**src/rtl/game_flow_ctrl_pkg.sv**
```systemverilog
// asteroids: game-state encoding and default life limits shared by the game-flow logic.
package asteroids;
    typedef enum logic [2:0] {INTRO, PLAY, RESPAWN, GAME_OVER, PAUSE} game_state_t;
    localparam int NUM_LIVES = 3;
    localparam int MAX_NUM_LIVES = 10;
endpackage

```
**src/rtl/game_flow_ctrl_vsync_divider.sv**
```systemverilog
// vsync_divider: emits a one-cycle pulse every DIV vsyncs; freeze holds the count.
module vsync_divider #(
    parameter int DIV = 12
) (
    input  logic clk,
    input  logic resetN,
    input  logic vsync,
    input  logic freeze,
    output logic pulse
);
    localparam int CW = DIV > 1 ? $clog2(DIV) : 1;
    logic [CW-1:0] cnt;
    always_ff @(posedge clk or negedge resetN) begin
        if (!resetN) begin
            cnt <= CW'(DIV - 1);
            pulse <= 1'b0;
        end else begin
            pulse <= 1'b0;
            if (vsync && !freeze) begin
                cnt <= (cnt != '0) ? cnt - CW'(1) : CW'(DIV - 1);
                pulse <= (cnt == '0);
            end
        end
    end
endmodule

```
**src/rtl/game_flow_ctrl.sv**
```systemverilog
// game_flow_ctrl: frame-synchronous intro/play/respawn/game-over flow for N alternating players.
// Defining GAME_FLOW_PAUSE_EN adds a pause input toggling PLAY <-> PAUSE.
module game_flow_ctrl import asteroids::*; #(
    parameter int NUM_PLAYERS = 2,
    parameter int NUM_LIVES = asteroids::NUM_LIVES,
    parameter int MAX_NUM_LIVES = asteroids::MAX_NUM_LIVES,
    parameter int INTRO_FRAMES = 511,
    parameter int ZOOM_FRAMES = 255,
    parameter int RESPAWN_FRAMES = 120,
    parameter int ANIM_DIV = 12,
    localparam int PW = NUM_PLAYERS > 1 ? $clog2(NUM_PLAYERS) : 1,
    localparam int LW = $clog2(MAX_NUM_LIVES + 1)
) (
    input  logic                      clk,
    input  logic                      resetN,
    input  logic                      vsync,
    input  logic                      die,
    input  logic                      bonus,
    input  logic                      level_clear,
    input  logic                      restart,
`ifdef GAME_FLOW_PAUSE_EN
    input  logic                      pause,
`endif
    output game_state_t               state,
    output logic [7:0]                intro_scale,
    output logic                      start_done,
    output logic                      game_begin,
    output logic                      new_level,
    output logic                      game_over,
    output logic [PW-1:0]             cur_player,
    output logic [NUM_PLAYERS*LW-1:0] lives,
    output logic [7:0]                level,
    output logic                      anim_pulse
);
    localparam int IW = $clog2(INTRO_FRAMES + 1) > 8 ? $clog2(INTRO_FRAMES + 1) : 8;
    localparam int RW = RESPAWN_FRAMES > 1 ? $clog2(RESPAWN_FRAMES) : 1;

    game_state_t   state_nxt;
    logic [IW-1:0] intro_cnt;
    logic [RW-1:0] resp_cnt;
    logic [LW-1:0] lives_r [NUM_PLAYERS];
    logic [LW-1:0] cur_lives_nxt;
    logic [PW-1:0] next_player, idx;
    logic          nl_pend, pause_i, die_ok, bonus_ok, all_dead, intro_end, resp_end;
    int            cl;

`ifdef GAME_FLOW_PAUSE_EN
    assign pause_i = pause;
`else
    assign pause_i = 1'b0;
`endif

    assign intro_end = vsync && intro_cnt == IW'(INTRO_FRAMES);
    assign resp_end = vsync && resp_cnt == RW'(RESPAWN_FRAMES - 1);
    assign die_ok = die && state == PLAY;
    assign bonus_ok = bonus && state != GAME_OVER && state != PAUSE;
    assign intro_scale = intro_cnt[7:0];
    assign game_begin = state == PLAY;
    assign game_over = state == GAME_OVER;

    // die and bonus net out before the all-players-dead test
    always_comb begin
        cl = int'(lives_r[cur_player]) + int'(bonus_ok) - int'(die_ok);
        cur_lives_nxt = cl < 0 ? '0 : cl > MAX_NUM_LIVES ? LW'(MAX_NUM_LIVES) : LW'(cl);
        all_dead = cur_lives_nxt == '0;
        for (int i = 0; i < NUM_PLAYERS; i++)
            if (PW'(i) != cur_player && lives_r[PW'(i)] != '0) all_dead = 1'b0;
        next_player = cur_player;
        idx = '0;
        for (int k = NUM_PLAYERS; k >= 1; k--) begin
            idx = PW'((int'(cur_player) + k) % NUM_PLAYERS);
            if (lives_r[idx] != '0) next_player = idx;
        end
    end

    always_comb begin
        lives = '0;
        for (int i = 0; i < NUM_PLAYERS; i++) lives[i*LW +: LW] = lives_r[i];
    end

    always_comb begin
        state_nxt = state;
        case (state)
            INTRO:     state_nxt = intro_end ? PLAY : INTRO;
            PLAY:      state_nxt = die_ok ? (all_dead ? GAME_OVER : RESPAWN) : pause_i ? PAUSE : PLAY;
            RESPAWN:   state_nxt = resp_end ? PLAY : RESPAWN;
            GAME_OVER: state_nxt = restart ? INTRO : GAME_OVER;
`ifdef GAME_FLOW_PAUSE_EN
            PAUSE:     state_nxt = pause_i ? PLAY : PAUSE;
`endif
            default:   state_nxt = INTRO;
        endcase
    end

    always_ff @(posedge clk or negedge resetN) begin
        if (!resetN) state <= INTRO;
        else state <= state_nxt;
    end

    always_ff @(posedge clk or negedge resetN) begin
        if (!resetN) begin
            intro_cnt <= '0;
            resp_cnt <= '0;
            start_done <= 1'b0;
            new_level <= 1'b0;
            nl_pend <= 1'b0;
            cur_player <= '0;
            level <= '0;
            for (int i = 0; i < NUM_PLAYERS; i++) lives_r[i] <= LW'(NUM_LIVES);
        end else begin
            new_level <= 1'b0;
            if (bonus_ok || die_ok) lives_r[cur_player] <= cur_lives_nxt;
            case (state)
                INTRO: begin
                    if (vsync && !intro_end) intro_cnt <= intro_cnt + IW'(1);
                    if (vsync && !intro_end && intro_cnt + IW'(1) == IW'(ZOOM_FRAMES)) start_done <= 1'b1;
                    if (intro_end) nl_pend <= 1'b1;
                end
                PLAY: begin
                    if (die_ok) resp_cnt <= '0;
                    else begin
                        if (level_clear) begin
                            level <= (level == 8'hFF) ? level : level + 8'd1;
                            new_level <= 1'b1;
                        end
                        if (vsync && nl_pend) begin
                            new_level <= 1'b1;
                            nl_pend <= 1'b0;
                        end
                    end
                end
                RESPAWN: begin
                    if (resp_end) begin
                        cur_player <= next_player;
                        nl_pend <= 1'b1;
                    end else if (vsync) resp_cnt <= resp_cnt + RW'(1);
                end
                GAME_OVER: begin
                    start_done <= 1'b1;
                    if (restart) begin
                        intro_cnt <= '0;
                        start_done <= 1'b0;
                        level <= '0;
                        cur_player <= '0;
                        nl_pend <= 1'b0;
                        for (int i = 0; i < NUM_PLAYERS; i++) lives_r[i] <= LW'(NUM_LIVES);
                    end
                end
                default: ;
            endcase
        end
    end

    vsync_divider #(.DIV(ANIM_DIV)) u_anim (
        .clk    (clk),
        .resetN (resetN),
        .vsync  (vsync),
        .freeze (state == PAUSE),
        .pulse  (anim_pulse)
    );
endmodule
```
**config.mk**
```make
export PLATFORM = sky130hd
export DESIGN_NAME = game_flow_ctrl
export DESIGN_NICKNAME = d
export VERILOG_FILES = /design/src/rtl/game_flow_ctrl_pkg.sv /design/src/rtl/game_flow_ctrl_vsync_divider.sv /design/src/rtl/game_flow_ctrl.sv
export SDC_FILE = /design/constraint.sdc
export NUM_CORES = 1
export LEC_CHECK = 0
export CORE_ASPECT_RATIO = 1.5
export CORE_UTILIZATION = 30
export CTS_BUF_LIST = sky130_fd_sc_hd__clkbuf_16
export DETAILED_ROUTE_END_ITERATION = 8
export MAX_ROUTING_LAYER = met4
export PLACE_DENSITY = 0.53
export RECOVER_POWER = 25
export REMOVE_ABC_BUFFERS = 1
export SYNTH_ARGS = -nofsm -noshare
export SYNTH_HDL_FRONTEND = slang
export SYNTH_SLANG_ARGS = --single-unit
```
**constraint.sdc**
```tcl
create_clock -name clk -period 3.9 [get_ports clk]
set_input_delay 0.78 -clock clk [delete_from_list [all_inputs] [get_ports clk]]
set_output_delay 0.78 -clock clk [all_outputs]
set_load 0.1 [all_outputs]
```
* Yosys cells after proc, flatten, opt, wreduce, memory -nomap -nowiden *
Cells that the tools add are included.

storage, ports and cells
  register bits = 44
  bits of input ports = 7
  output and inout bits = 33
  logic and storage cells = 139

operators by class
  $add $sub $neg = 8
  $lt $le $gt $ge = 6
  eq/ne operators = 23
  multiplexer cells = 55
  bitwise gates (word level) = 3
  reductions and logical operators = 32

operator list
  operator                                        count
  two-way mux 8 bit                               7
  two-way mux 4 bit                               13
  two-way mux 7 bit                               3
  inequality test 2 bit (second input constant)   10
  nonzero test 4 bit                              5
  two-way mux 1 bit                               18
  two-way mux 9 bit                               2
  case mux 9 bit (2 select lines)                 1
  case mux 8 bit (2 select lines)                 1
  case mux 7 bit (2 select lines)                 1
  logical AND 1 bit                               11
  adder 9 x 1 -> 9 bit (second input constant)    1
  == test 9 x 8 -> 1 bit (second input constant)  1
  == test 9 bit (second input constant)           1
  adder 8 x 1 -> 8 bit (second input constant)    1
  bitwise mux 8 bit                               1
  == test 8 bit (second input constant)           1
  zero test 4 bit                                 2
  case mux 2 bit (4 select lines)                 1
  AND reduction 4 bit                             2
  nonzero test 2 bit                              4
  adder 7 x 1 -> 7 bit (second input constant)    1
  == test 7 bit (second input constant)           1
  == test 3 x 2 -> 1 bit (second input constant)  2
  25 further kinds                                36

* Logic depth before layout (Yosys ltp) *
Gate-level depths: netlist of the first run.

  depth after elaboration = 14
  depth in mapped cells = 13
  mapped depth without buffers = 13

* Modules after synthesis *
A second synthesis of the first run with hierarchy kept.

second synthesis, totals
  cell total of the unflattened synthesis = 322
  area, all modules = 2866.5 µm²

by module, submodules not included
  module          instances  cells an instance  area each (µm²)  sequential area each (µm²)
  game_flow_ctrl  1          298                2608.8           955.9
  vsync_divider   1          24                 257.7            128.9

* Least setup slack after synthesis of the first run *
Ideal clock, no wire load.

  path kind = flip-flop to flip-flop
  start = register state[0]
  end = register state[0]
  library setup time = 0.120 ns
  arrival time = 4.162 ns
  data required time = 3.780 ns
  path slack = -0.382 ns
  cell stages (with the launch flop) = 13
  buffers on the path = 0
  clock period less this slack = 4.282 ns
  path through = dfrtp_1 > ha_1 > nand2_1 > inv_1 > ha_1 > inv_1 > ha_1 > fa_1 > and3b_1 > o31a_1 > o22ai_1 > o31ai_1 > a41o_1

on the way
  elaborated cells on any way between the ends = 20
  those cells by class = add/sub (2); order compare (2); eq/ne (5); mux (6); reduce/logical (5)

RTL lines
  element                              line                  RTL
  from (decl)                          game_flow_ctrl.sv:24  output game_state_t state,
  from (signal assigned)               game_flow_ctrl.sv:97  else state <= state_nxt;
  == test 3 x 1 -> 1 bit (*)           -
  named net game_begin                 game_flow_ctrl.sv:27  output logic game_begin,
  logical AND 1 bit                    game_flow_ctrl.sv:55  assign die_ok = die && state == PLAY;
  subtractor 5 x 1 -> 6 bit            game_flow_ctrl.sv:63  cl = int'(lives_r[cur_player]) + int'(bonus_ok) - int'(die_ok);
  > comparator 6 x 5 -> 1 bit          game_flow_ctrl.sv:64  cur_lives_nxt = cl < 0 ? '0 : cl > MAX_NUM_LIVES ? LW'(MAX_NUM_LIVES) : LW'(cl);
  two-way mux 4 bit (2 in series)      game_flow_ctrl.sv:64
  zero test 4 bit                      game_flow_ctrl.sv:65  all_dead = cur_lives_nxt == '0;
  two-way mux 1 bit                    game_flow_ctrl.sv:67  if (PW'(i) != cur_player && lives_r[PW'(i)] != '0) all_dead = 1'b0;
  two-way mux 1 bit                    game_flow_ctrl.sv:85  PLAY: state_nxt = die_ok ? (all_dead ? GAME_OVER : RESPAWN) : pause_i ? PAUSE : PLAY;
  two-way mux 2 bit                    game_flow_ctrl.sv:85
  case mux 2 bit (4 select lines) (*)  game_flow_ctrl.sv:83  case (state)
  named net state_nxt[0]               game_flow_ctrl.sv:38  game_state_t state_nxt;

Mark *: on every way through the listed nets, which the timed path passes. The rest lies on a longest branch.
A chain may end at the register's enable or synchronous reset.

* Final worst setup path of the first run *
  start = input die
  end = register state[0]

on the way
  longest elaborated chain between the ends = 10
  elaborated cells on any way between the ends = 11
  those cells by class = add/sub (1); order compare (2); mux (6); reduce/logical (2)

RTL lines
  element                              line                  RTL
  from (decl)                          game_flow_ctrl.sv:17  input logic die,
  logical AND 1 bit (*)                game_flow_ctrl.sv:55
  subtractor 5 x 1 -> 6 bit            game_flow_ctrl.sv:63
  > comparator 6 x 5 -> 1 bit          game_flow_ctrl.sv:64
  two-way mux 4 bit (2 in series)      game_flow_ctrl.sv:64
  zero test 4 bit                      game_flow_ctrl.sv:65
  two-way mux 1 bit                    game_flow_ctrl.sv:67
  two-way mux 1 bit                    game_flow_ctrl.sv:85
  two-way mux 2 bit (*)                game_flow_ctrl.sv:85
  case mux 2 bit (4 select lines) (*)  game_flow_ctrl.sv:83
  named net state_nxt[0]               game_flow_ctrl.sv:38

Marked as above.

==> results of run 1 <==
## power by group
part / internal, uW / switching, uW / leakage (uW)
clock: 299 / 174 / 0.0000812
combinational: 251 / 545 / 0.000851
sequential: 520 / 61.4 / 0.000546
## cells in the final DEF, fill, tap and decap left out, types with 3 or more instances in the layout
master and instances:
nand2b_1 9, o21ai_1 4, nand2_1 23, a21o_1 3, dfstp_2 7, clkdlybuf4s50_1 35, ha_1 16, dfrtp_1 36
o31ai_1 7, a21oi_1 17, inv_1 18, nor2b_1 6, nand3_1 18, o21ai_0 27, xor2_1 5, a22o_1 3
mux2i_1 6, nand4_1 7, buf_4 6, nor2_1 22, clkbuf_16 5, xnor2_1 8, nor3_1 5
## per-stage QoR
| stage | hold WS [ns] | setup WS (ns) | std cells |
|---|---|---|---|
| finish | 0.485 | 0.527 | 456 |
| floorplan | 0.456 | -0.566 | 294 |
| detailed placement | 0.475 | 0.210 | 448 |
| global placement | 0.472 | 0.271 | 448 |
| CTS | 0.491 | 0.509 | 456 |
| global route | 0.524 | 0.359 | 456 |
## cells by family (layout without fill, tap and decap cells)
kind of cell             after synthesis  in the layout  share of synthesized area
AND/OR/NAND/NOR                      109            109                      0.201
AO/OA/AOI/OAI                         86             86                      0.199
flip-flops                            43             43                      0.384
buffers and inverters                 36             68                     0.0705
adder cells (fa/ha/maj)               17             17                     0.0780
XOR/XNOR                              13             13                     0.0404
multiplexers                           7              7                     0.0253
other                                  1              1                    0.00133
## tightest hold or removal path, delay by kind of cell (launching register included)
family	cells	cell delay, ns
AOI/OAI and AO/OA	2	0.11
DFF	1	0.34
## per-layer routing
metal	vias up	wire length, um	track usage
met2	37	3630	0.257
met5	-	0	-
met4	0	140	0.0614
li1	1176	-	-
met3	8	246	0.0279
met1	1182	2790	0.167
## layout make-up
cell class | count | share of cell area
multi-input cells | 233 | 0.453
flip-flops and latches | 43 | 0.320
repair buffers | 42 | 0.118
well taps | 112 | 0.0413
clock buffers | 5 | 0.0369
inverters | 18 | 0.0199
clock inverters | 3 | 0.0114
## state kept, by name (all words and copies together) (netlist names), 2 cells and up
| name | flops |
|---|---|
| intro_cnt | 9 |
| level | 8 |
| lives | 8 |
| resp_cnt | 7 |
| state | 2 |
| u_anim.cnt | 4 |
## how the worst max path moves through the flow
stage	endpoint	slack, ns	cells after the start
final	state[0]	0.53	12
after global routing	state[0]	0.36	12
after CTS	state[0]	0.51	12
after detailed placement	state[0]	0.21	12
after global placement	state[0]	0.27	12
after floorplan	state[0]	-0.57	12
==> out/results.txt, run 1 <==
status - finished, violations left
failing checks - capacitance limit, slew limit
Via-to-Cell Ratio - 5.27
Crit path required time - 4.08 ns
Area Overhead vs Synth - 20.3%
fillers - 959
Hold EP - nl_pend
IR drop worst, VDD - 279 uV
worst-path fanout max - 4
vias in the first global route - 2268
cells on worst reg2reg path - 13
yosys warns - 0
CTS Buf Count - 5
Critical Path Sink Type - flip-flop
Max Buffers Root-to-Sink - 2
final core utilization - 0.369
cts hold-fix bufs - 0
post-route cell area - 3390 um2
CTS resizes - 0
syn_area_per_cell - 9.04 um2
Worst-path clk slew - 0.06 ns
total die area - 9800 um2
Main synth FF type - dfrtp_1
RSZ-0062 raised after global routing - false
crit-path cells - clkdlybuf4s50_1, nand2_1, inv_1, ha_1, inv_1, ha_1, fa_1, and3b_1, o31a_1, o22ai_1, o31ai_1, a41o_1
r2r setup slk - 0.81 ns
setup tns final - 0 ns
grt total ovfl - 0
Synth top area share - 0.319
reg2reg end - state[0]
power density over the cells - 545 nW/um2
first-pass GRT wire length - 11000 um
Yosys cell types - 60
Lkg Pwr - 0.00148 uW
core area - 9200 um2
Setup Skew - 0.00564 ns
Worst Tran Pin Value - 2.41 ns
routed wire length - 6800 um
n_diodes - 0
routability cong. - 0.816
Post-Syn Instances - 312
most numerous cell in the Yosys netlist - dfrtp_1
CTS sink count - 43
EDFF count, synth - 0
Pwr Total - 1850 uW
CP startpoint - die
clock tree root buffer cell - clkbuf_16
Fmax achieved - 0.296 GHz
DR DRC count - 0
Hold Path Class - reg -> reg
register bit total from synthesis - 43
multi-input logic area - 1540 um2
Max stage delay on crit path - 0.46 ns
# setup viols final - 0
Clock Latency Late Sink - 0.29 ns
Worst Min Path Start - nl_pend
Initial Util - 0.307
Antenna Violating Nets Remaining - 0
layout cell share with drive strength beyond 1 - 0.0814
synthesized area - 2820 um2
I/O Pins - 40
post-synthesis sequential area ratio - 0.384
synth top area cells - dfrtp_1, ha_1, dfstp_2
CTS H-Tree Depth - 2
port buffer count - 38
Final period util - 0.865
top post-synthesis cells by count - dfrtp_1, o21ai_0, nand2_1, nor2_1
Final #Nets - 367
Detailed Route Iter0 Violations - 89
crit path kind - in -> reg
Cell Area, Placed - 3230 um2
number of max-cap violations - 1
postcts setup bufs - 0
CP top delay family - compound AO/OA/AOI/OAI gates
WL/cell - 14.9 um
DPL Wire Length - 5040 um
Site Rows - 43
Post-synth ARST share - 1.00
largest area contributor in the netlist - dfrtp_1
largest net degree at the start of global routing - 44
initial antenna violation count - 0
Period minus WS final - 3.37 ns
Critical Path Source Type - input port
die height - 121 um
CP max stage cell - clkdlybuf4s50_1
origin of the critical flop-to-flop path - state[1]
Hold Crit Depth - 2
TritonCTS clock tree - yes
arrival time worst endpoint - 3.55 ns
max_slew headroom - -0.607
via count - 2403
Max Slew Vio Count - 44
Horiz. Die Dim - 81.2 um
Fin. Hold Viols - 0
First-pass DRT Iterations - 4
Sequential Area - 1080 um2
Buf/Inv on CP - 3
GRT Util Overall - 0.150
No activity file was read; power rests on OpenSTA's default activity.
==> run 2, diff against run 1 <==
--- a/config.mk
+++ b/config.mk
@@ -10,9 +10,8 @@
 export CTS_BUF_LIST = sky130_fd_sc_hd__clkbuf_16
 export DETAILED_ROUTE_END_ITERATION = 8
 export MAX_ROUTING_LAYER = met4
-export PLACE_DENSITY = 0.53
+export PLACE_DENSITY = 0.55
 export RECOVER_POWER = 25
-export REMOVE_ABC_BUFFERS = 1
 export SYNTH_ARGS = -nofsm -noshare
 export SYNTH_HDL_FRONTEND = slang
 export SYNTH_SLANG_ARGS = --single-unit
==> run 2 against run 1 <==
  * Sequential power is essentially flat
  * Highest routed layer unchanged
  * Worst hold slack gained 0.012 ns
  * Routed wire length shrank 0.60%
  * Utilization grew 0.14 points
  * Clock skew grew 0.0010 ns
  * The run now ends clean
  * Register-to-register slack lost 0.23 ns
  * Power grew 3.4%
  * Clock power grew 15%
  * Non-clock buffer count shrank 2
==> out/results.txt, run 2 (same netlist as run 1, synthesis figures left out) <==
status - complete, no violations
Detailed Route Iter0 Violations - 173 (+94%)
setup tns final - 0 ns (unchanged)
NetSw - 778 uW (-0.35%)
switching part of the total - 0.406 (-0.0153)
CTS H-Tree Depth - 2 (unchanged)
# setup viols final - 0 (unchanged)
IR drop worst, VDD - 310 uV (+11%)
syn_nets - 336
Critical Path Sink Type - flip-flop
Reg power frac - 0.305 (-0.009)
Max Buffers Root-to-Sink - 2 (unchanged)
Fmax achieved - 0.293 GHz (-1.2%)
Max stage delay on crit path - 0.46 ns (about the same)
n_diodes - 0 (unchanged)
via count - 2398 (-0.21%)
Max Slew Vio Count - 0 (-100%)
CTS resizes - 0 (unchanged)
layout cell share with drive strength beyond 1 - 0.0819 (+0.000476)
routed wire length - 6760 um (-0.60%)
Final #Nets - 365 (-0.54%)
WL/cell - 14.9 um (-0.16%)
port buffer count - 38 (unchanged)
Clk pwr share - 0.285 (+0.029)
die height - 121 um (unchanged)
final core utilization - 0.370 (+0.00136)
commonest non-fill, non-tap cells in the layout - dfrtp_1, clkdlybuf4s50_1, o21ai_0
Internal Power - 1140 uW (+6.1%)
DPL Wire Length - 5010 um (-0.47%)
GRT Util Overall - 0.158 (+0.00784)
initial antenna violation count - 0 (unchanged)
first-pass GRT wire length - 11600 um (+4.9%)
Final period util - 0.875 (+0.0103)
CTS sink count - 43 (unchanged)
routability cong. - 0.875 (+7.2%)
I/O Pins - 40 (unchanged)
arrival time worst endpoint - 3.59 ns (+0.04 ns)
Horiz. Die Dim - 81.2 um (unchanged)
max_slew headroom - 0.137 (+0.745)
crit path kind - in -> reg
GR Util met1 - 0.188 (+0.0210)
grt total ovfl - 0 (unchanged)
Period minus WS final - 3.41 ns (+0.0404 ns)
Hold Path Class - reg -> reg
Worst Slack Setup Final - 0.486 ns (-0.0404 ns)
grt met3 use - 0.0302 (+0.00226)
core area - 9200 um2 (unchanged)
vias in the first global route - 2410 (+6.3%)
Critical Path Source Type - input port
fillers - 915 (-4.6%)
Fin. Hold Viols - 0 (unchanged)
number of max-cap violations - 0 (-1)
power density over the cells - 562 nW/um2 (+3.0%)
grt peak-use layer - met2
final hold slack - 0.497 ns (+0.0119 ns)
Worst-path clk slew - 0.06 ns (about the same)
Initial Util - 0.307 (unchanged)
max reg flops - 9 (unchanged)
crit-path cells - clkdlybuf4s50_1, nand2_1, inv_1, ha_1, inv_1, ha_1, fa_1, and3b_1, o31a_1, o22ai_1, o31ai_1, a41o_1
Crit path required time - 4.08 ns (about the same)
DR DRC count - 0 (unchanged)
most flop-heavy register - intro_cnt
worst-path fanout max - 4 (unchanged)
CP max stage cell - clkdlybuf4s50_1
placed insts - 446 (-0.45%)
Final Non-Filler Cells - 454 (-0.44%)
First-pass DRT Iterations - 4 (unchanged)
largest net degree at the start of global routing - 25 (-43%)
Site Rows - 43 (unchanged)
postcts setup bufs - 0 (unchanged)
Comb pwr share - 0.410 (-0.020)
TritonCTS clock tree - yes
Via-to-Cell Ratio - 5.28 (+0.23%)
Antenna Violating Nets Remaining - 0 (unchanged)
CTS Buf Count - 5 (unchanged)
met2 GRT Util - 0.254 (-0.00315)
Lkg Pwr - 0.00147 uW (-0.49%)
Setup Skew - 0.00666 ns (+0.00103 ns)
cts hold-fix bufs - 0 (unchanged)
dpl ws - 0.183 ns (-0.0274 ns)
Worst Tran Pin Value - 1.29 ns (-1.12 ns)
Clock Latency Late Sink - 0.29 ns (about the same)
RSZ-0062 raised after global routing - false
Area Overhead vs Synth - 20.7%
total die area - 9800 um2 (unchanged)
clock tree root buffer cell - clkbuf_16
==> run 2: per-stage QoR <==
step	total power, uW	instance area (um2)
detailed placement	1380	3220
global placement	1370	3220
finish	1910	3410
CTS	1930	3410
floorplan	1220	2830
global route	2020	3410
==> run 2: final cells by class <==
type | count | area, um2 | area share
clock inverter | 3 | 63.8 | 0.0187
timing repair buffer | 40 | 380 | 0.112
multi-input combinational | 233 | 1540 | 0.453
clock buffer | 5 | 125 | 0.0367
sequential | 43 | 1090 | 0.319
tap | 112 | 140 | 0.0411
inverter | 18 | 67.6 | 0.0198
==> run 2: layer usage <==
layer | vias to the layer above | wire (um)
met2 | 58 | 3490
met4 | 0 | 145
met5 | - | 0
met3 | 10 | 274
li1 | 1171 | -
met1 | 1159 | 2850
==> run 2: worst max-delay path: cells and delay by family <==
kind	cells	cell delay, ns
adders and majority gates	3	0.93
AOI/OAI and AO/OA	4	0.91
buffers and inverters	3	0.59
and+or+nand+nor	2	0.36
==> run 2: power groups by stage <==
stage | clock network (uW) | registers (uW) | logic [uW]
final | 546 | 584 | 784
after global routing | 574 | 594 | 851
after CTS | 562 | 583 | 787
after detailed placement | 0 | 591 | 784
after global placement | 0 | 590 | 776
after floorplan | 0 | 712 | 509
==> run 2: path summary, 6_finish.rpt <==
path / startpoint / slack (ns) / to / depth (start not counted)
setup reg to reg: state[1] / 0.58 / state[0] / 13
hold reg to reg: u_anim.cnt[1] / 0.50 / u_anim.cnt[1] / 2
max in group asynchronous: resetN / 1.38 / state[0] / 2
min in group asynchronous: resetN / 0.68 / level[7] / 1
hold / removal: u_anim.cnt[1] / 0.50 / u_anim.cnt[1] / 2
setup / recovery: die / 0.49 / state[0] / 12
